## config.mk

```make
export PLATFORM = sky130hd
export DESIGN_NAME = clock_generator
export DESIGN_NICKNAME = d
export VERILOG_FILES = /design/src/rtl/clock_generator.sv
export SDC_FILE = /design/constraint.sdc
export NUM_CORES = 1
export LEC_CHECK = 0
export CAP_MARGIN = 20
export CORE_AREA = 2 2 39 41
export CTS_CLUSTER_SIZE = 28
export DETAILED_ROUTE_END_ITERATION = 12
export DIE_AREA = 0 0 41 43
export PLACE_DENSITY = 0.72
export SLEW_MARGIN = 20
export SYNTH_ARGS = -nofsm -noshare
export SYNTH_HDL_FRONTEND = slang
export SYNTH_SLANG_ARGS = --single-unit
```

## constraint.sdc

```tcl
create_clock -name clk -period 2.4 [get_ports clk]
set_clock_uncertainty 0.05 [all_clocks]
set_input_delay 0.24 -clock clk [delete_from_list [all_inputs] [get_ports clk]]
set_output_delay 0.24 -clock clk [all_outputs]
set_load 0.005 [all_outputs]
```

## src/rtl/clock_generator.sv

```systemverilog
// Programmable 50%-duty clock divider: clk_out half-period is 2^sel clk cycles.
// Optional macro CLKGEN_SEL_SYNC_EN puts sel through a 2-flop synchroniser first.
module clock_generator #(
  parameter logic [2:0] RESET_SEL = 3'd0
) (
  input  logic       clk,
  input  logic       rst_n,
  input  logic [2:0] sel,
  output logic       clk_out
);

  logic [7:0] cnt;
  logic [2:0] asel;
  logic [2:0] sel_use;
  logic [7:0] term;
  logic       at_term;

`ifdef CLKGEN_SEL_SYNC_EN
  logic [2:0] sel_s1;
  logic [2:0] sel_s2;

  always_ff @(posedge clk or negedge rst_n) begin
    if (!rst_n) begin
      sel_s1 <= 3'd0;
      sel_s2 <= 3'd0;
    end else begin
      sel_s1 <= sel;
      sel_s2 <= sel_s1;
    end
  end

  assign sel_use = sel_s2;
`else
  assign sel_use = sel;
`endif

  // Terminal count of the active half-period; at most 127 for asel = 7.
  assign term    = (8'd1 << asel) - 8'd1;
  assign at_term = (cnt == term);

  // asel only reloads on the falling toggle, so a period in flight is never altered.
  always_ff @(posedge clk or negedge rst_n) begin
    if (!rst_n) begin
      cnt     <= 8'd0;
      clk_out <= 1'b0;
      asel    <= RESET_SEL;
    end else if (at_term) begin
      cnt     <= 8'd0;
      clk_out <= ~clk_out;
      if (clk_out) begin
        asel <= sel_use;
      end
    end else begin
      cnt <= cnt + 8'd1;
    end
  end

endmodule

```

==> results of run 1 <==
==> per-stage QoR <==
stage / cell area (µm²) / total power [W] / cells / hold WS (ps) / setup slack [ps]
after global placement: 708.2 / 0.0008310 / 80 / 488.7 / 662.4
after detailed placement: 708.2 / 0.0008414 / 80 / 496.9 / 605.9
after floorplan: 655.6 / 0.0007516 / 62 / -105.6 / 717.5
final: 744.5 / 0.001005 / 84 / 261.3 / 600.4
after CTS: 744.5 / 0.001012 / 84 / 275.4 / 593.3
after global routing: 744.5 / 0.001087 / 84 / 311.9 / 504.2
==> layout make-up <==
class / instances / area, µm²
Inverter: 2 / 7.507
Tap cell: 16 / 20.02
Clock buffer: 4 / 36.28
Timing Repair Buffer: 5 / 50.05
Multi-Input combinational cell: 45 / 330.3
Fill cell: 119 / 639.4
Sequential cell: 12 / 300.3
==> path summary, 6_finish.rpt <==
kind | cells after the start | slack, ps | from | end
worst max-delay path | 5 | 600 | cnt[1]$_DFF_PN0_ | clk_out$_DFFE_PN0N_
worst min-delay path | 1 | 260 | rst_n | cnt[1]$_DFF_PN0_
worst max register to register | 5 | 600 | cnt[1]$_DFF_PN0_ | clk_out$_DFFE_PN0N_
worst min register to register | 1 | 510 | clk_out$_DFFE_PN0N_ | clk_out$_DFFE_PN0N_
max in group asynchronous | 1 | 1690 | rst_n | cnt[4]$_DFF_PN0_
min in group clk | 1 | 510 | clk_out$_DFFE_PN0N_ | clk_out$_DFFE_PN0N_
==> layer usage <==
layer	GRT usage, %	vias to the layer above	wire, µm
met2	20.31	6	509
met1	25.85	215	594
met3	3.141	2	33
met5	0	-	0
li1	-	226	-
met4	12.00	0	15
==> cells by family (layout without fill, tap and decap cells) <==
| logic type | count (synthesis) | in the layout | share of synthesized area [%] |
|---|---|---|---|
| xor gates and xnor gates | 9 | 9 | 13.17 |
| adders and majority gates | 1 | 1 | 1.908 |
| buffers and inverters | 5 | 11 | 3.815 |
| DFF | 12 | 12 | 45.80 |
| and+or+nand+nor | 23 | 23 | 18.71 |
| muxes | 3 | 3 | 5.152 |
| AOI/OAI and AO/OA | 9 | 9 | 11.45 |
==> flip-flops by register name (all words and copies together) (netlist names) <==
register / count
clk_out: 1
asel: 3
cnt: 8
==> power by group through the flow <==
stage | sequential [W] | combinational, W | clock [W]
after floorplan | 0.000395 | 0.000356 | 0
after global placement | 0.000456 | 0.000375 | 0
after detailed placement | 0.000461 | 0.000381 | 0
after CTS | 0.000457 | 0.000387 | 0.000168
after global routing | 0.000482 | 0.000426 | 0.000179
final | 0.000461 | 0.000384 | 0.000160
==> synth_stat cells, drive strengths merged <==
| cell | number |
|---|---|
| dfrtp | 12 |
| nor2 | 7 |
| nand3 | 5 |
| xor2 | 5 |
| xnor2 | 4 |
| mux2 | 3 |
| nand2 | 3 |
| a211oi | 2 |
| and3 | 2 |
| buf | 2 |
| inv | 2 |
| or2 | 2 |
| a2111o | 1 |
| a21oi | 1 |
| a31oi | 1 |
| and2 | 1 |
| and4b | 1 |
| clkbuf | 1 |
| ha | 1 |
| nor2b | 1 |
| nor4 | 1 |
| o2111ai | 1 |
| o21ai | 1 |
| o31a | 1 |
| o32a | 1 |
==> run metrics, run 1 <==
status=finished, final reports clean; dpl hpwl=~820 µm; Cell variety after synth=32; Routed WL=1153 µm; crit share post-route=74.98%; most frequent cells in the layout=12 x dfrtp_1, 7 x nor2_1, 5 x clkdlybuf4s50_1; vias=approximately 450; Skew-Pair Late Insertion Delay=270 ps; post-route ant nets=0; syn_nets=68; Die ar.=roughly 1800 µm²; family with the most delay on the worst path=compound AO/OA/AOI/OAI gates; Vias/cell=5.345; critical path class=reg2reg; YS warnings=0; Avg Cell Area, Syn=10.57 µm²; max incr delay on CP=450 ps; Worst-Margin Slew=524.3 ps; Synth area leader=dfrtp_1; Mapped Cells=62; peak supply drop=0.6443 mV; Clock Power Share=between 10% and 20%; Net Switching=0.0004008 W; drt drc=0; Ports=6; Max-cap violations=0; Slowest-stage cell, CP=dfrtp_1; WP data required=2500 ps; final core occ=53.80%; Slew Viols, Final=0; worst rel slew slack=between 60% and 70%; Die H=43 µm; Die Wd=41 µm; area share of the largest cell type after synthesis=45.80%; Flop pwr share=roughly 46%; Rows=14; first-pass GRT wire length=1897 µm; worst min path class=in2async; H-tree depth=1; hold buffers post-CTS=0; vias in the first global route=423; CTS Root Cell=clkbuf_4; Setup-failing EPs final=0; drt first pass iters=4; largest fanout on the critical path=9; power per standard cell area=1350 nW/µm²; Initial Util=47.38%; Post-Syn Area=between 600 and 700 µm²; Placeable Area=1384 µm²; CP Cell Sequence=inv_2 -> a2111o_1 -> a211oi_2 -> and2_1 -> xor2_2; Buffers on Ports=5; Seq cells post-synth=12; Switching Share=39.88%; Tmin final=1800 ps; CTS clk-pin slew, worst paths=80 ps; GRT Overall Usage=~17%; f_max=555.7 MHz; Inserted Clock Buffers=3; WP buf/inv=1; global route overflow=0; P&R area growth vs syn=13.55%; share of layout cells above drive strength 1=14.71%; ANT cells=0; Longest Clk Path Bufs=2; Nets=75; Crit. End Element=flip-flop; largest net degree at the start of global routing=13; antenna violations before repair=0; CTS Sinks=12; post-CTS setup buffers=0; final setup TNS=0 ps; final hold violations=0; Setup crit start kind=flip-flop; Avg WL per Cell=about 14 µm; crit path DAT=approximately 1900 ps; sequential fraction of the synthesis area=45.80%; initial DRC count=12; top post-synthesis cells by area=dfrtp_1 46%, xnor2_1 5.3%, xor2_1 5.3%, mux2_1 5.2%, nor2_1 4.0%; Placer Congestion=0.7314; # resized after CTS=0; commonest non-fill, non-tap cell in the layout=dfrtp_1; Int Power=0.0006043 W; unrepaired setup endpoints after global routing=no; Comb power frac=between 30% and 40%; leakage=0.3110 nW; CTS tree=yes
(Power assumes the default switching activity.)
==> inputs of run 2 (changes only) <==
CORE_AREA = unset   (was 2 2 39 41)
CORE_UTILIZATION = 48   (was unset)
DIE_AREA = unset   (was 0 0 41 43)
PLACE_DENSITY = 0.73   (was 0.72)
clock period = 1.6 ns   (was 2.4 ns; I/O delays follow)
==> run 2 against run 1 <==
  * The run now ends with negative setup slack left
  * Critical path depth shrank 1
  * Via count grew 7.3%
  * Non-clock buffer count grew 9
  * Utilization grew 16 points
  * Total power grew 69%
  * Critical path type unchanged
  * Sequential cell count is the same
  * Wire length grew 5.5%
  * Sequential power grew 39%
  * Final cell count grew 8.3%
==> run metrics, run 2 (synthesis gave the netlist of run 1 again) <==
status=complete, but fails checks; violated checks=negative setup slack; largest reg by FF count=cnt; Comb power frac=between 40 and 50%; Die Wd=a little under 40 µm; Placer Congestion=0.7847; largest fanout on the critical path=8; Setup-failing EPs final=12; vias=482; Net Switching=0.0006383 W; Nets=84; final hold violations=0; dpl hpwl=~900 µm; Layout Cells excl Fill=91; worst rel slew slack=64.03%; met3 WL=40 µm; CP endpoint=asel[0]$_DFFE_PN0P_; Final WS setup=-134.6 ps; filler cell count=91; Crit. End Element=flip-flop; initial DRC count=4; leakage=0.3587 nW; CTS Sinks=12; ANT cells=0; post-CTS setup buffers=0; Inserted Clock Buffers=3; Die ar.=about 1500 µm²; Rows=12; commonest non-fill, non-tap cell in the layout=dfrtp_1; crit path DAT=1840 ps; most frequent cells in the layout=10 x dfrtp_1, 9 x buf_4, 7 x nor2_1, 5 x clkdlybuf4s50_1; Top Metal Used=met4; Skew-Pair Late Insertion Delay=~270 ps; CTS tree=yes; unrepaired setup endpoints after global routing=yes; Metal-1 WL=roughly 600 µm; P&R area growth vs syn=25.57%; crit share post-route=108.4%; Die H=38.96 µm; peak supply drop=0.8939 mV; vias in the first global route=447; GRT Overall Usage=19.63%; WP data required=1710 ps; Ports=6; Reg2Reg Setup Slack=-130 ps; Design Area, Final=823.3 µm²; placed insts=87; Tmin final=1735 ps; final core occ=69.41%; Longest Clk Path Bufs=2; Slew Viols, Final=0; Setup crit start kind=flip-flop; Reg2Reg Depth=4; WL met2=565 µm; Switching Share=a little under two fifths; CTS clk-pin slew, worst paths=~80 ps; Clock Power Share=14.0%; r2r startpoint=asel[1]$_DFFE_PN0P_; antenna violations before repair=0; Vias/cell=5.297; Routed WL=1216 µm; largest registers=cnt x8, asel x3, clk_out x1; share of layout cells above drive strength 1=31.17%; Int Power=0.001061 W; power per standard cell area=2064 nW/µm²; worst min path class=in2async; H-tree depth=1; Initial Util=55.27%; global route overflow=0; largest net degree at the start of global routing=13; drt first pass iters=4; Avg WL per Cell=13.36 µm; Flop pwr share=37.7%; max FFs per register=8; Worst-Margin Slew=about 540 ps; final setup TNS=-639.6 ps; first-pass GRT wire length=1911 µm; post-route ant nets=0; CTS Root Cell=clkbuf_4; drt drc=0; area post-placement=777.0 µm²; reg2reg end=asel[0]$_DFFE_PN0P_; worst setup path start=asel[1]$_DFFE_PN0P_; Buffers on Ports=5; hold buffers post-CTS=0; critical path class=reg2reg; Placeable Area=between 1000 and 1500 µm²; f_max=576.5 MHz; Max-cap violations=0
==> run 2: cell types whose count changed in the layout (fill, tap and decap cells not counted), sizes merged <==
cell,previous run,this run
buf,0,9
==> run 2: layout make-up <==
class	instances	area, µm²	share of cell area (%)
Inverter	2	7.507	0.9119
Timing Repair Buffer	14	117.6	14.29
Multi-Input combinational cell	45	341.6	41.49
Clock buffer	4	36.28	4.407
Sequential cell	12	302.8	36.78
Tap cell	14	17.52	2.128
==> run 2: stage by stage <==
| stage | setup slack [ps] | power, W | hold slack [ps] |
|---|---|---|---|
| 3_3_place_gp | -135.2 | 0.001420 | 488.3 |
| 4_1_cts | -138.3 | 0.001701 | 199.6 |
| 5_1_grt | -202.6 | 0.001833 | 231.0 |
| 6_report | -134.6 | 0.001699 | 187.2 |
| 3_5_place_dp | -148.0 | 0.001443 | 497.5 |
| 2_1_floorplan | -80.33 | 0.001158 | -185.6 |
==> run 2: power groups by stage <==
stage | clock [W] | combinational [W] | sequential, W
detailed placement | 0 | 0.000804 | 0.000639
global route | 0.000260 | 0.000905 | 0.000667
finish | 0.000239 | 0.000821 | 0.000640
CTS | 0.000246 | 0.000817 | 0.000638
floorplan | 0 | 0.000562 | 0.000596
global placement | 0 | 0.000789 | 0.000631
==> run 2: timing repair <==
| action | 4_1_cts | 5_1_grt |
|---|---|---|
| pin swaps | 1 | 0 |
| gates resized for setup | 3 | 1 |
| setup endpoints to repair | 12 | 12 |
==> run 2: how the worst min path moves through the flow <==
stage | startpoint | end | slack (ps) | cells after the start
floorplan | rst_n | asel[0]$_DFFE_PN0P_ | -190 | 0
global placement | clk_out$_DFFE_PN0N_ | clk_out$_DFFE_PN0N_ | 490 | 1
detailed placement | rst_n | cnt[7]$_DFF_PN0_ | 500 | 1
CTS | rst_n | cnt[5]$_DFF_PN0_ | 200 | 1
global route | rst_n | cnt[6]$_DFF_PN0_ | 230 | 1
finish | rst_n | asel[0]$_DFFE_PN0P_ | 190 | 1
==> run 2: metal layers <==
layer	vias to the layer above	track usage, %
met5	-	0
met4	0	10.34
met3	2	5.202
met2	10	30.42
met1	222	24.72
li1	248	-
==> run 2: critical path: stages (launching register included) <==
cell      delay, ps
dfrtp_2         450
a2111o_1        390
a211oi_2        250
nand3_2         150
mux2_1          340
